`src/rtl/rule_truth_table_sweeper.sv`:
```
// rule_truth_table_sweeper
// Characterises a 3-input rule block. The sweeper drives {in1,in2,in3} through
// 000..111 and holds each combination for a settle window. It then takes a
// majority vote over several samples of the block's out and builds the 8-bit
// rule word, which it compares against an expected code.
//
// Handshake: start is a level that is accepted only in IDLE, on the edge that
// sees it high. abort (when start is not also accepted) cancels a running
// sweep on the next edge. done is a single-cycle pulse in FINISH, and
// rule_word/match are already valid in that cycle.
module rule_truth_table_sweeper #(
    parameter int SETTLE_CYCLES = 4,
    parameter int SAMPLES       = 3
) (
    input  logic       clk,
    input  logic       rst,
    input  logic       start,
    input  logic       abort,
    input  logic [7:0] expected,
    input  logic       dut_out,
    output logic       in1,
    output logic       in2,
    output logic       in3,
    output logic       busy,
    output logic       done,
    output logic [7:0] rule_word,
    output logic       match,
    output logic [1:0] dbg_state
);

    localparam int            CW          = $clog2(SAMPLES + 1);
    localparam int            HALF        = SAMPLES / 2;
    localparam logic [7:0]    SETTLE_LOAD = 8'(SETTLE_CYCLES - 1);
    localparam logic [CW-1:0] SAMPLE_LAST = CW'(SAMPLES - 1);
    localparam logic [CW-1:0] VOTE_HALF   = CW'(HALF);

    typedef enum logic [1:0] {
        S_IDLE   = 2'd0,
        S_SETTLE = 2'd1,
        S_SAMPLE = 2'd2,
        S_FINISH = 2'd3
    } state_t;

    state_t        r_state;
    state_t        w_state_next;
    logic [2:0]    r_idx;
    logic [7:0]    r_settle;
    logic [CW-1:0] r_scnt;
    logic [CW-1:0] r_ones;
    logic [7:0]    r_shadow;
    logic [7:0]    r_exp;
    logic [7:0]    r_rule_word;
    logic          r_match;

    logic [CW-1:0] w_ones_sum;
    logic          w_vote;
    logic          w_last_sample;
    logic          w_accept;
    logic [7:0]    w_shadow_next;

    // The vote includes the sample taken on the current edge.
    assign w_ones_sum    = r_ones + CW'(dut_out);
    assign w_vote        = (w_ones_sum > VOTE_HALF);
    assign w_last_sample = (r_state == S_SAMPLE) && (r_scnt == SAMPLE_LAST);
    assign w_accept      = (r_state == S_IDLE) && start && !abort;

    // Shadow word with the current combination's voted bit merged in.
    always_comb begin
        w_shadow_next = r_shadow;
        w_shadow_next[3'd7 - r_idx] = w_vote;
    end

    // State register.
    always_ff @(posedge clk) begin
        if (rst) begin
            r_state <= S_IDLE;
        end else begin
            r_state <= w_state_next;
        end
    end

    // Next-state logic and state-decoded status outputs.
    always_comb begin
        w_state_next = r_state;
        busy         = 1'b0;
        done         = 1'b0;
        case (r_state)
            S_IDLE: begin
                if (w_accept) begin
                    w_state_next = S_SETTLE;
                end
            end
            S_SETTLE: begin
                busy = 1'b1;
                if (abort) begin
                    w_state_next = S_IDLE;
                end else if (r_settle == 8'd0) begin
                    w_state_next = S_SAMPLE;
                end
            end
            S_SAMPLE: begin
                busy = 1'b1;
                if (abort) begin
                    w_state_next = S_IDLE;
                end else if (w_last_sample) begin
                    w_state_next = (r_idx == 3'd7) ? S_FINISH : S_SETTLE;
                end
            end
            S_FINISH: begin
                done         = 1'b1;
                w_state_next = S_IDLE;
            end
            default: begin
                w_state_next = S_IDLE;
            end
        endcase
    end

    // Datapath: combination index, settle/sample counters, vote and results.
    always_ff @(posedge clk) begin
        if (rst) begin
            r_idx       <= 3'd0;
            r_settle    <= 8'd0;
            r_scnt      <= '0;
            r_ones      <= '0;
            r_shadow    <= 8'h00;
            r_exp       <= 8'h00;
            r_rule_word <= 8'h00;
            r_match     <= 1'b0;
        end else begin
            case (r_state)
                S_IDLE: begin
                    r_idx <= 3'd0;
                    if (w_accept) begin
                        r_exp    <= expected;
                        r_settle <= SETTLE_LOAD;
                        r_scnt   <= '0;
                        r_ones   <= '0;
                    end
                end
                S_SETTLE: begin
                    if (abort) begin
                        r_idx <= 3'd0;
                    end else if (r_settle != 8'd0) begin
                        r_settle <= r_settle - 8'd1;
                    end
                end
                S_SAMPLE: begin
                    if (abort) begin
                        r_idx  <= 3'd0;
                        r_scnt <= '0;
                        r_ones <= '0;
                    end else if (w_last_sample) begin
                        r_shadow <= w_shadow_next;
                        r_scnt   <= '0;
                        r_ones   <= '0;
                        if (r_idx == 3'd7) begin
                            r_rule_word <= w_shadow_next;
                            r_match     <= (w_shadow_next == r_exp);
                        end else begin
                            r_idx    <= r_idx + 3'd1;
                            r_settle <= SETTLE_LOAD;
                        end
                    end else begin
                        r_scnt <= r_scnt + CW'(1);
                        r_ones <= w_ones_sum;
                    end
                end
                S_FINISH: begin
                    r_idx <= 3'd0;
                end
                default: begin
                    r_idx <= 3'd0;
                end
            endcase
        end
    end

    assign in1       = r_idx[2];
    assign in2       = r_idx[1];
    assign in3       = r_idx[0];
    assign rule_word = r_rule_word;
    assign match     = r_match;
    assign dbg_state = r_state;

endmodule
```
`config.mk`:
```
export PLATFORM = sky130hd
export DESIGN_NAME = rule_truth_table_sweeper
export DESIGN_NICKNAME = d
export VERILOG_FILES = /design/src/rtl/rule_truth_table_sweeper.sv
export SDC_FILE = /design/constraint.sdc
export NUM_CORES = 1
export LEC_CHECK = 0
export ABC_AREA = 1
export CAP_MARGIN = 15
export CORE_MARGIN = 5
export CORE_UTILIZATION = 45
export DETAILED_ROUTE_END_ITERATION = 8
export HOLD_SLACK_MARGIN = 0.02
export PLACE_DENSITY = 0.78
export SYNTH_ARGS = -nofsm -noshare
export SYNTH_HDL_FRONTEND = slang
export SYNTH_SLANG_ARGS = --single-unit
export TNS_END_PERCENT = 10
```
`constraint.sdc`:
```
create_clock -name clk -period 5.3 [get_ports clk]
set_clock_uncertainty 0.2 [all_clocks]
set_input_delay 0.795 -clock clk [delete_from_list [all_inputs] [get_ports clk]]
set_output_delay 0.795 -clock clk [all_outputs]
set_load 0.01 [all_outputs]
```
==> reports/metrics.yaml, run 1 <==
cts_buffer_depth: 2
gp_congestion: 0.802
die-height_um: 81.5
synth_top_area_share_pct: 36.6
peakVddDrop_v: 0.000299
synth_area_leaders: "dfxtp_1 (37%), nand2_1 (12%), inv_1 (7.8%), a21oi_1 (5.9%), o21ai_0 (5.7%)"
synth-edff-count: 0
synth.distinct_cells: 32
tightest_slew_ps: 874
crit_path_start_kind: "input port"
whs_path_depth: 2
die_area_mm2: 0.00664
slew_headroom_pct: 41.6
max_clock_freq_ghz: 0.369
rows: 26
post_cts_resized: 0
fp.dieW_um: 81.5
ys_warn_count: 0
io_pins: 29
synth_cells: 335
place_ws_ps: 2300
postSynth.asyncResetShare_pct: 0
yosysSeqAreaShare_pct: 36.6
clock-sinks: 42
clock_latency_ps: 300
syn_to_final_growth_pct: 18.1
synth_flop_cell: "dfxtp_1"
syn_area_mm2: 0.00230
power_mw: 1.02
reg2reg_depth: 12
p_leak_nw: 1.21
coreArea_mm2: 0.00504
clk_pin_slew_worst_paths_ps: 80
via_per_inst: 4.93
antenna_left: 0
placed_area_mm2: 0.00263
fillers: 501
cp-end-kind: "flop"
critPathArrivalTime_ps: 2700
drv_slew: 0
synth_most_common_cell: "nand2_1"
outcome: "finished, final reports clean"
grt_remaining_overflow: 0
antenna_found_initial: 0
track_usage_pct: 16.9
final_nets: 385
period_share_pct: 51.1
syn_nets: 358
path_class: "input port to flop"
rsz0062_at_grt: "no"
cap_violations: 0
routedWlPerCell_um: 11.5
diodes: 0
drc: 0
final_cells: 433
cts_setup_buffers: 0
root_buffer: "clkbuf_8"
seqCellArea_um2: 841
fin_area_mm2: 0.00272
grt_pass1_wl_um: 8820
holdWs_ps: 275
synth_common_cells: "nand2_1 (75), inv_1 (48), dfxtp_1 (42)"
p_per_area_mw_per_mm2: 374
setup_viol: 0
finalWorstSetupSlack_ps: 2590
finalCriticalPeriod_ps: 2710
tns_ps: 0
cts_hold_buffers: 0
post-route-util_pct: 53.9
io_buffer_count: 28
cts_tree: "yes"
synth_seq_cells: 42
cp.required_ps: 5290
hp-class: "flop to flop"
syn_avg_cell_area_um2: 6.86
grt_pass1_vias: 2049
cp_max_fo: 22
htree_num_levels: 2
wl_um: 5000
initial_core_util_pct: 45.6
placed_cells: 425
synth_area_leader_cell: "dfxtp_1"
cts_buffers: 5
place_hpwl_um: 3650
finalHoldViolations: 0
drtIter0Drc: 83
grt_max_degree: 23
dr.pass1.iters: 5
multiInputGateArea_mm2: 0.00122
drive_gt1_share_pct: 7.99
vias: 2136
==> cells by family (layout without fill, tap and decap cells) <==
group	after synthesis	in the layout	synth area share (%)
AO/OA/AOI/OAI	67	67	15.8
XOR/XNOR	6	6	2.29
adder cells (fa/ha/maj)	10	10	5.44
buffers and inverters	61	89	10.5
flip-flops	42	42	36.6
AND/OR/NAND/NOR	149	149	29.4
==> layout by cell type, fill, tap and decap left out, drive strengths merged <==
master,synthesis,final
dfxtp,42,42
or2,1,1
nand2,80,80
xor2,5,5
a211oi,1,1
nand3,24,24
o21ai,28,28
clkinvlp,0,1
clkbuf,6,5
a31oi,8,8
nor4,1,1
nand4,4,4
ha,10,10
clkdlybuf4s50,0,28
o22ai,1,1
a21oi,29,29
xnor2,1,1
inv,52,52
clkinv,1,3
nor3,3,3
nand3b,2,2
nor2,34,34
==> sequential cells by signal, indices dropped and copies added (netlist names) <==
signal	count
r_exp	8
r_settle	8
r_shadow	8
rule_word	8
r_idx	3
dbg_state	2
r_ones	2
r_scnt	2
match	1
==> worst paths after layout <==
kind	to	slack (ps)	startpoint
setup reg to reg	match	3080	dbg_state[0]
hold reg to reg	r_ones[0]	280	r_ones[0]
setup / recovery	rule_word[0]	2590	rst
hold / removal	r_ones[0]	280	r_ones[0]
==> final cells by class <==
cell class                      count  area share [%]
Multi-Input combinational cell    232            44.8
Sequential cell                    42            31.0
Timing Repair Buffer               28            10.3
Inverter                           53            7.37
Tap cell                           70            3.22
Clock buffer                        5            2.53
Clock inverter                      3           0.783
==> metal layers <==
metal / share of wire (%) / track usage, %
met1: 50 / 22.5
met2: 44 / 27.6
met3: 4.8 / 3.73
met4: 1.3 / 4.56
met5: 0 / 0
==> report_power, final <==
| group | switching, mW | leakage [nW] | internal, mW |
|---|---|---|---|
| Clock | 0.118 | 0.0441 | 0.0926 |
| Sequential | 0.0298 | 0.341 | 0.353 |
| Combinational | 0.261 | 0.822 | 0.162 |
| Total | 0.408 | 1.21 | 0.608 |
==> worst max-delay path, stage by stage <==
cell,delay [ps]
clkdlybuf4s50_1,1040
inv_1,540
o21ai_0,250
nor2_1,70
Note: power is estimated with default switching activity, not from simulation.
==> run 2: changes to the inputs <==
==> constraint.sdc (replaced) <==
create_clock -name clk -period 2.53 [get_ports clk]
set_clock_uncertainty 0.2 [all_clocks]
set_input_delay 0.3795 -clock clk [delete_from_list [all_inputs] [get_ports clk]]
set_output_delay 0.3795 -clock clk [all_outputs]
set_load 0.01 [all_outputs]
==> run 2 against run 1 <==
  * Sequential power increased by 110%
  * Critical endpoint is now busy
  * Sequential share of layout area shrank 0.59 points
  * Power up 120%
  * Combinational power up 110%
  * Largest power group unchanged
==> reports/metrics.yaml, run 2 (synthesis gave the netlist of run 1 again) <==
p_leak_nw: 1.24  # +2.8%
crit_path_start_kind: "flop"
post_cts_resized: 0  # unchanged
place_ws_ps: 212  # -2090 ps
drc: 0  # unchanged
worstPathCellList: "inv_1 > ha_1 > clkdlybuf4s50_1"
syn_to_final_growth_pct: 20.4
cp_slowest_cell: "clkdlybuf4s50_1"
rr_endpoint: "r_scnt[0]"
outcome: "finished, final reports clean"
intPower_mw: 1.38  # +130%
clk_pin_slew_worst_paths_ps: 80  # about the same
cts_tree: "yes"
antenna_found_initial: 0  # unchanged
path_class: "flop to primary output"
placed_area_mm2: 0.00266  # +1.1%
wl_um: 5190  # +3.7%
comb_power_share_pct: 39.8  # -1.8 points
fin_area_mm2: 0.00277  # +1.9%
critPathBufInv: 2  # unchanged
routedWlPerCell_um: 11.9  # +2.8%
cp_max_fo: 5  # -77%
pwr-share-seq_pct: 35.9  # -1.8 points
max_clock_freq_ghz: 0.455
cp.required_ps: 1950  # -3340 ps
cp-end-kind: "primary output"
drive_gt1_share_pct: 8.99  # +1.0 points
hp-class: "flop to flop"
fillers: 492  # -1.8%
switching_power_mw: 0.855  # +110%
final_nets: 389  # +1.0%
vias: 2205  # +3.2%
cts_hold_buffers: 0  # unchanged
dr.pass1.iters: 4  # -1
place_hpwl_um: 3830  # +5.0%
htree_num_levels: 2  # unchanged
tightest_slew_ps: 585  # -288 ps
cap_violations: 0  # unchanged
track_usage_pct: 17.4  # +0.44 points
finalWorstSetupSlack_ps: 333  # -2260 ps
multiInputGateArea_mm2: 0.00122  # unchanged
drtIter0Drc: 129  # +55%
initial_core_util_pct: 45.6  # unchanged
whs_path_depth: 2  # unchanged
whs_endpoint: "r_shadow[0]"
tns_ps: 0  # unchanged
antenna_left: 0  # unchanged
finalHoldViolations: 0  # unchanged
period_share_pct: 86.8
setup_viol: 0  # unchanged
drv_slew: 0  # unchanged
reg2reg_from: "dbg_state[0]"
die-height_um: 81.5  # unchanged
peakVddDrop_v: 0.000649  # +120%
gp_congestion: 0.898  # +12%
rows: 26  # unchanged
io_pins: 29  # unchanged
grt_pass1_wl_um: 9010  # +2.2%
min-delay-start: "r_shadow[0]"
critical_path.max_stage_delay_ps: 520  # -520 ps
cp_top_family: "buffers and inverters"
fp.dieW_um: 81.5  # unchanged
cts_setup_buffers: 0  # unchanged
cts_buffers: 5  # unchanged
clock-sinks: 42  # unchanged
layout_common_cells: "nand2_1 (75), inv_1 (48), dfxtp_1 (42), nor2_1 (29), clkdlybuf4s50_1 (28)"
p_per_area_mw_per_mm2: 806  # +120%
power_mw: 2.23  # +120%
grt_max_degree: 22  # -4.3%
finalCriticalPeriod_ps: 2200
grt_pass1_vias: 2075  # +1.3%
via_per_inst: 5.05  # +2.3%
root_buffer: "clkbuf_8"
grt_remaining_overflow: 0  # unchanged
reg2reg_depth: 10  # -2
die_area_mm2: 0.00664  # unchanged
rsz0062_at_grt: "no"
p_clk_share_pct: 24.4  # +3.7 points
clock_latency_ps: 300  # about the same
slew_headroom_pct: 60.9  # +19 points
io_buffer_count: 28  # unchanged
crit_cells: 3  # -1
final_common_cell: "nand2_1"
cts_buffer_depth: 2  # unchanged
r2r_slack_ps: 460  # -2620 ps
diodes: 0  # unchanged
critPathArrivalTime_ps: 1620  # -1080 ps
seqCellArea_um2: 841  # unchanged
coreArea_mm2: 0.00504  # unchanged
sw_frac_of_total_pct: 38.3  # -1.9 points
[run 2: cell count changes in the layout (fill, tap and decap cells not counted), sizes merged]
cell,change
inv,+1
buf,+4
bufinv,+1
clkinvlp,-1
clkinv,-1
[run 2: per-layer routing]
layer  track usage [%]  routed length [µm]  vias to the layer above
li1                  -                   -                     1138
met1              22.7                2420                     1004
met2              27.6                2380                       58
met3              3.84                 332                        5
met4              7.09                  55                        0
met5                 0                   0                        -
[run 2: final cells by class]
class | instances | share of cell area, %
Inverter | 53 | 7.23
Clock inverter | 3 | 1.58
Timing Repair Buffer | 32 | 11.2
Sequential cell | 42 | 30.4
Tap cell | 70 | 3.16
Clock buffer | 5 | 2.49
Multi-Input combinational cell | 232 | 44.0
[run 2: power groups by stage]
stage,clock network [mW],logic (mW),registers (mW)
final,0.544,0.887,0.800
after global routing,0.584,1.00,0.812
after CTS,0.550,0.887,0.799
after floorplan,0,0.663,0.808
after detailed placement,0,0.879,0.814
after global placement,0,0.862,0.812
[run 2: worst max path at each step]
stage,startpoint,to,slack (ps)
after floorplan,dbg_state[0],r_idx[2],760
after global placement,dut_out,match,290
after detailed placement,dut_out,match,210
after CTS,dbg_state[0],busy,330
after global routing,dbg_state[0],busy,230
final,dbg_state[0],busy,330
[run 2: metrics by stage]
stage / hold slack [ps] / utilization, % / cells
floorplan: 232 / - / 335
global placement: 258 / 52.7 / 429
detailed placement: 265 / 52.7 / 429
CTS: 276 / 54.9 / 437
global route: 297 / 54.9 / 437
finish: 269 / 54.9 / 437
[run 2: tightest hold or removal path: stages (launching register included)]
cell and delay [ps]:
dfxtp_1 300, inv_1 60, a21oi_1 60
